**config.mk**
```make
export PLATFORM = sky130hd
export DESIGN_NAME = neuron_mac_driver
export DESIGN_NICKNAME = d
export VERILOG_FILES = /design/src/rtl/neuron_mac_driver.sv
export SDC_FILE = /design/constraint.sdc
export NUM_CORES = 1
export LEC_CHECK = 0
export ABC_AREA = 0
export BUFFER_PORTS_ARGS = -buffer_cell sky130_fd_sc_hd__buf_2
export CORE_UTILIZATION = 61
export CTS_BUF_LIST = sky130_fd_sc_hd__clkbuf_4 sky130_fd_sc_hd__clkbuf_8
export DETAILED_ROUTE_END_ITERATION = 16
export GPL_TIMING_DRIVEN = 0
export HOLD_SLACK_MARGIN = 0.15
export PLACE_DENSITY = 0.88
export SLEW_MARGIN = 20
export SYNTH_ARGS = -nofsm -noshare
export SYNTH_HDL_FRONTEND = slang
export SYNTH_SLANG_ARGS = --single-unit
export TNS_END_PERCENT = 50
```
**constraint.sdc**
```tcl
create_clock -name clk -period 7.1 [get_ports clk]
set_input_delay 1.065 -clock clk [delete_from_list [all_inputs] [get_ports clk]]
set_output_delay 1.065 -clock clk [all_outputs]
set_load 0.01 [all_outputs]
```
**src/rtl/neuron_mac_driver.sv**
```systemverilog
// neuron_mac_driver: per-neuron fetch/multiply/accumulate sequencer with valid/ready result port.
// Optional bias slot per neuron when NEURON_BIAS_EN is defined.
module neuron_mac_driver #(
  parameter int N           = 10,
  parameter int Q           = 9,
  parameter int NUM_IN      = 4,
  parameter int NUM_NEURONS = 4,
  parameter int AW          = 8
) (
  input  logic                 clk,
  input  logic                 rst,
  input  logic                 start,
  output logic                 busy,
  output logic                 done,
  output logic [AW-1:0]        x_addr,
  input  logic signed [N-1:0]  x_data,
  output logic [AW-1:0]        w_addr,
  input  logic signed [N-1:0]  w_data,
  output logic                 acc_rst,
  output logic                 acc_add,
  output logic signed [N-1:0]  acc_a,
  input  logic signed [N-1:0]  acc_out,
  output logic signed [N-1:0]  res_data,
  output logic [AW-1:0]        res_idx,
  output logic                 res_valid,
  input  logic                 res_ready
);
`ifdef NEURON_BIAS_EN
  localparam int K = NUM_IN + 1;
`else
  localparam int K = NUM_IN;
`endif
  localparam logic [AW-1:0] I_LAST = AW'(K - 1);
  localparam logic [AW-1:0] N_LAST = AW'(NUM_NEURONS - 1);
  localparam logic signed [2*N-1:0] P_MAX = (2*N)'(2**(N-1) - 1);
  localparam logic signed [2*N-1:0] P_MIN = -P_MAX - 1;
  typedef enum logic [2:0] {IDLE, CLR, RUN, DRAIN, OUT} state_t;
  state_t r_state, w_next;
  logic [AW-1:0] r_i, r_n;
  logic [1:0] r_d;
  logic r_v1, r_b1, r_add, r_done;
  logic signed [N-1:0] r_acc_a, r_res;
  logic signed [2*N-1:0] w_prod, w_sh;
  logic signed [N-1:0] w_sat;
  logic w_bias;
`ifdef NEURON_BIAS_EN
  assign w_bias = r_i == AW'(NUM_IN);
`else
  assign w_bias = 1'b0;
`endif
  assign w_prod = x_data * w_data;
  assign w_sh   = w_prod >>> Q;
  assign w_sat  = w_sh > P_MAX ? P_MAX[N-1:0] : w_sh < P_MIN ? P_MIN[N-1:0] : w_sh[N-1:0];
  always_ff @(posedge clk)
    if (rst) r_state <= IDLE;
    else r_state <= w_next;
  always_comb begin
    w_next = r_state;
    case (r_state)
      IDLE:    w_next = start ? CLR : IDLE;
      CLR:     w_next = RUN;
      RUN:     w_next = r_i == I_LAST ? DRAIN : RUN;
      DRAIN:   w_next = r_d == 2'd2 ? OUT : DRAIN;
      OUT:     w_next = res_ready ? (r_n == N_LAST ? IDLE : CLR) : OUT;
      default: w_next = IDLE;
    endcase
  end
  always_comb begin
    busy      = r_state != IDLE;
    res_valid = r_state == OUT;
    acc_rst   = rst || r_state == CLR;
  end
  // Fetch valid and bias flags follow the address by one cycle to line up with memory data.
  always_ff @(posedge clk)
    if (rst) begin
      r_i     <= '0;
      r_n     <= '0;
      r_d     <= '0;
      r_v1    <= 1'b0;
      r_b1    <= 1'b0;
      r_add   <= 1'b0;
      r_done  <= 1'b0;
      r_acc_a <= '0;
      r_res   <= '0;
    end else begin
      r_i     <= (r_state == RUN && r_i != I_LAST) ? r_i + 1'b1 : '0;
      r_d     <= r_state == DRAIN ? r_d + 1'b1 : '0;
      r_v1    <= r_state == RUN;
      r_b1    <= r_state == RUN && w_bias;
      r_add   <= r_v1;
      r_acc_a <= r_v1 ? (r_b1 ? w_data : w_sat) : '0;
      r_done  <= r_state == OUT && res_ready && r_n == N_LAST;
      if (r_state == DRAIN && r_d == 2'd2) r_res <= acc_out;
      if (r_state == OUT && res_ready) r_n <= r_n == N_LAST ? '0 : r_n + 1'b1;
    end
  assign x_addr   = r_i;
  assign w_addr   = w_bias ? AW'(NUM_IN * NUM_NEURONS) + r_n : AW'(r_n * NUM_IN) + r_i;
  assign acc_add  = r_add;
  assign acc_a    = r_acc_a;
  assign done     = r_done;
  assign res_data = r_res;
  assign res_idx  = r_n;
endmodule

```
==> Word level (Yosys, flattened, before mapping) <==
Cells that the tools add are included.
{ "op_classes": {"add_sub_neg": 4, "mul": 1, "div": 0, "magnitude_cmp": 2, "eq_ne": 8, "shift": 0, "n_mux": 9, "bitwise": 3, "reduce_logical": 11} }
{ "op_table": {"columns": ["cell", "count"], "rows": [
  ["multiplier 10 x 10 -> 20 bit", 1],
  ["adder 8 x 1 -> 8 bit, second input constant", 2],
  ["== test 8 x 2 -> 1 bit, second input constant", 2],
  ["case mux 3 bit (5 select lines)", 1],
  ["> comparator 11 x 10 -> 1 bit, second input constant", 1],
  ["less-than comparator 11 x 10 -> 1 bit, second input constant", 1],
  ["two-way mux 10 bit", 1],
  ["two-way mux 9 bit", 1],
  ["adder 8 bit", 1],
  ["two-way mux 8 bit", 1],
  ["inequality test 8 x 2 -> 1 bit, second input constant", 1],
  ["== test 3 x 2 -> 1 bit, second input constant", 2],
  ["two-way mux 3 bit", 2],
  ["OR reduction 2 bit", 3],
  ["logical AND 1 bit", 4],
  ["== test 3 x 1 -> 1 bit, second input constant", 1],
  ["== test 3 bit, second input constant", 1],
  ["logical NOT 3 bit", 1],
  ["two-way mux 1 bit", 3],
  ["NOT 1 bit", 3],
  ["nonzero test 3 bit", 1],
  ["OR reduction 3 bit", 1],
  ["adder 2 x 1 -> 2 bit, second input constant", 1],
  ["== test 2 bit, second input constant", 1],
  ["logical OR 1 bit", 1]
]} }
{ "totals": {"reg_bits": 44, "latchBits": 0, "mem_bits_rw": 0, "romBits": 0, "inputBits": 34, "output_inout_bits": 49, "word_cells": 48, "mem_count": 0} }

==> Depth between registers and ports, before layout <==
{ "depth": {"ltp_word": 4, "mapped_depth": 20, "depth_no_buf": 19} }

==> Least setup slack after synthesis <==
OpenSTA, ideal clock, no wires.
{ "synth_path": {"path_type": "in2reg", "startpoint": "input w_data[2]", "endpoint": "register r_acc_a[8], in the netlist acc_a[8]", "setup_time_ns": 0.137, "arrival_ns": 6.337, "required_ns": 6.963, "slack_ns": 0.626, "path_stages": 18, "path_buffers": 1, "cell_sequence": "clkbuf_1 -> and2_1 -> fa_1 -> inv_1 -> fa_1 -> inv_1 -> fa_1 -> inv_1 -> fa_1 -> fa_1 -> inv_1 -> ha_1 -> and2_1 -> and3_1 -> a221o_1 -> o21a_2 -> nor3_4 -> o41ai_2"} }
{ "synth_between": {"elab_chain_cells": 4, "word_cells_on_any_way": 5, "cone_classes": "mul (1); order compare (2); mux (2)"} }
{ "synth_lines": {"columns": ["item", "line", "source"], "rows": [
  ["start, declared", "18", "input logic signed [N-1:0] w_data,"],
  ["multiplier 10 x 10 -> 20 bit *", "51", "assign w_prod = x_data * w_data;"],
  ["less-than comparator 11 x 10 -> 1 bit", "53", "assign w_sat = w_sh > P_MAX ? P_MAX[N-1:0] : w_sh < P_MIN ? P_MIN[N-1:0] : w_sh[N-1:0];"],
  ["two-way mux 10 bit", "53", null],
  ["two-way mux 9 bit *", "53", null],
  ["end signal, assigned", "91", "r_acc_a <= r_v1 ? (r_b1 ? w_data : w_sat) : '0;"],
  ["end, declared", "42", "logic signed [N-1:0] r_acc_a, r_res;"]
]} }
Mark *: on every way between the ends. The rest lies on a longest branch, timed or not.
A chain may end at the register's enable or synchronous reset.

==> Final worst setup path <==
{ "layout_path": {"startpoint": "input w_data[2]", "endpoint": "register r_acc_a[0], in the netlist acc_a[0]"} }
The elaborated chain is that of the path after synthesis.

==> metrics.md <==
| Metric | Value |
|---|---|
| Post-Route WL | 12,400 um |
| CP Max Fanout | 10 |
| # diodes | 0 |
| Worst slew margin | 0.545 |
| Mapped Area | 5740 um^2 |
| Final net count | 909 |
| Die width | 99.0 um |
| Fillers | 722 |
| DP HPWL | 10,400 um |
| Hold depth | 1 |
| Peak supply drop | 0.458 mV |
| # IOs | 83 |
| Fin. max-slew vios | 0 |
| Post-CTS Hold Fix Bufs | 0 |
| Worst setup SP type | input pin |
| Antenna violations before repair | 0 |
| NetSw | 1.32 mW |
| R2r worst-path depth | 6 |
| Pin count of the biggest net entering global routing | 14 |
| Top FF cell, synth | dfxtp_1 |
| Setup CP Type | in2reg |
| Postcts setup bufs | 0 |
| Global-route wire length before repair | 20,900 um |
| Wire per inst | 14.8 um |
| Path category of the worst min-delay check | reg2reg |
| Cell Chain, Critical Path | clkbuf_1 > and2_1 > fa_1 > inv_1 > fa_1 > inv_1 > fa_1 > inv_1 > fa_1 > fa_1 > inv_1 > ha_1 > and2_1 > and3_1 > a221o_1 > o21a_2 > o211ai_2 > o31ai_1 |
| Sequential power share | 0.109 |
| Share of layout cells above drive strength 1 | 0.120 |
| Sw frac | 0.534 |
| Iter 0 DRT Violations | 256 |
| Die area | 9800 um^2 |
| Post-Syn Instances | 656 |
| Setup TNS Final | 0 ns |
| Tmin final | 6.80 ns |
| Tightest Pin Transition | 0.677 ns |
| Place WS | 0.0211 ns |
| Worst-skew pair later-pin latency | 0.30 ns |
| Post-CTS sizing | 0 |
| Top cell by count, worst path | fa_1 |
| Layout Skew | 0.00794 ns |
| Fmax | 0.147 GHz |
| Syn Nets | 835 |
| Clock Power Share | 0.065 |
| EDFF count, synth | 0 |
| Vias after detailed routing | 4,670 |
| Chip Height | 99.0 um |
| Sequential-to-total area share from yosys stat | 0.153 |
| Number of synthesized register bits | 44 |
| CP max stage cell | fa_1 |
| DRC viols | 0 |
| CTS tree | built |
| Status | complete, no violations |
| Fin worst setup slack | 0.303 ns |
| Vias in the first global route | 4,792 |
| Total clock sinks | 44 |
| Vias per Instance | 5.55 |
| Pleak | 3.29 nW |
| Core ar. | 9200 um^2 |
| Final worst-path cycle share | 0.957 |
| CP peak stage delay | 0.74 ns |
| Post-synth cell types | 48 |
| Clock Path Buffers | 2 |
| Combinational share of power | 0.825 |
| Final hold viol count | 0 |
| Core Rows | 35 |
| Crit path arrival time | 6.95 ns |
| CP required | 7.25 ns |
| Clock-pin slew on the worst setup and hold paths | 0.08 ns |
| Root Driver | clkbuf_8 |
| Initial DRT Pass Iterations | 4 |
| Syn avg cell area | 8.75 um^2 |
| Port bufs | 67 |
| Initial Util | 0.624 |
| Tot GR Track Use | 0.268 |
| Max cap viols | 0 |
| Setup violations, final | 0 |
| FFs w/ async S/R, synth | 0 |
| Crit. End Element | flop |
| Synthesis Warnings | 0 |
| Unrepaired setup endpoints after global routing | false |
| Area delta synth->final | 9.87% |
| ANT nets after route | 0 |
| CTS HTree Levels | 2 |
| Grt ovf | 0 |
| Routability cong. | 0.904 |
| Pint | 1.16 mW |
| Number of CTS-inserted buffers | 5 |
| Power per cell area | 393 nW/um^2 |
## cell usage in the layout (no fill, tap or decap), drive strengths merged, types with 8 or more instances in the layout
cell	netlist	routed
nand2	88	88
a21oi	29	29
clkbuf	20	27
ha	54	54
dfxtp	44	44
o21ai	12	12
buf	5	72
nor2	35	35
inv	129	129
xor2	12	12
and2	37	37
and3	8	8
o31ai	8	8
xnor2	22	22
fa	91	91
## critical path, delay by kind of cell
family	cells	cell delay [ns]
adder cells (fa/ha/maj)	6	3.37
AO/OA/AOI/OAI	4	1.22
AND/OR/NAND/NOR	3	0.73
buffers and inverters	5	0.55
## flip-flops by register name, indices dropped and copies added (netlist names)
| register | flops |
|---|---|
| r_v1 | 1 |
| r_state | 3 |
| acc_add | 1 |
| done | 1 |
| r_d | 2 |
| x_addr | 8 |
| res_data | 10 |
| acc_a | 10 |
| res_idx | 8 |
## per-stage QoR
stage / util / total power, mW / instances / cell area [um^2] / hold slack (ns)
floorplan: - / 1.91 / 656 / 5740 / 0.398
global placement: 0.676 / 2.21 / 834 / 6210 / 0.409
detailed placement: 0.676 / 2.30 / 834 / 6210 / 0.418
CTS: 0.686 / 2.48 / 842 / 6310 / 0.429
global route: 0.686 / 2.76 / 842 / 6310 / 0.444
finish: 0.686 / 2.48 / 842 / 6310 / 0.425
## metal layers
metal,wire length (um),global-route usage,up-vias,share of wire
met2,6610,0.482,145,0.53
met5,0,0,-,0
met3,612,0.0312,32,0.049
met4,363,0.0918,0,0.029
li1,-,-,2180,-
met1,4840,0.333,2313,0.39
## cells in the mapped netlist (all sizes together), types with 4 or more instances
| library cell | count | area share |
|---|---|---|
| xnor2 | 22 | 0.034 |
| nor4 | 5 | 0.0054 |
| and2 | 37 | 0.040 |
| and3 | 8 | 0.0087 |
| nand4 | 4 | 0.0044 |
| nand3 | 7 | 0.0061 |
| buf | 5 | 0.0052 |
| o31ai | 8 | 0.010 |
| nor3 | 4 | 0.0074 |
| nand2b | 7 | 0.0076 |
| a21o | 5 | 0.0065 |
| nand2 | 88 | 0.058 |
| clkbuf | 20 | 0.013 |
| fa | 91 | 0.32 |
| xor2 | 12 | 0.018 |
| ha | 54 | 0.12 |
| dfxtp | 44 | 0.15 |
| o21ai | 12 | 0.011 |
| a21oi | 29 | 0.025 |
| nor2 | 35 | 0.023 |
| inv | 129 | 0.084 |
## power groups by stage
stage / Sequential [mW] / Clock (mW) / Combinational (mW)
after floorplan: 0.287 / 0 / 1.63
after global placement: 0.276 / 0 / 1.93
after global routing: 0.273 / 0.177 / 2.31
after detailed placement: 0.277 / 0 / 2.03
final: 0.271 / 0.162 / 2.05
after CTS: 0.271 / 0.165 / 2.04
## path summary, 6_finish.rpt
path / slack [ns] / end / from
hold reg to reg: 0.43 / r_d[0] / r_d[0]
hold / removal: 0.43 / r_d[0] / r_d[0]
setup reg to reg: 4.82 / res_idx[1] / res_idx[1]
setup / recovery: 0.30 / acc_a[0] / w_data[2]
## cell type report
cell class,count,area (um^2),area share
Timing Repair Buffer,67,335,0.0532
Sequential cell,44,881,0.140
Clock buffer,7,83.8,0.0133
Tap cell,111,139,0.0220
Buffer,25,105,0.0167
Multi-Input combinational cell,457,4270,0.676
Inverter,130,488,0.0774
Clock inverter,1,8.76,0.00139
## kinds of logic after synthesis
family | Yosys count | synth area share
AOI/OAI and AO/OA | 73 | 0.0820
and+or+nand+nor | 204 | 0.173
DFF | 44 | 0.153
adders and majority gates | 145 | 0.435
muxes | 1 | 0.00174
buffers and inverters | 155 | 0.103
xor gates and xnor gates | 34 | 0.0519
No activity file was read; power rests on OpenSTA's default activity.
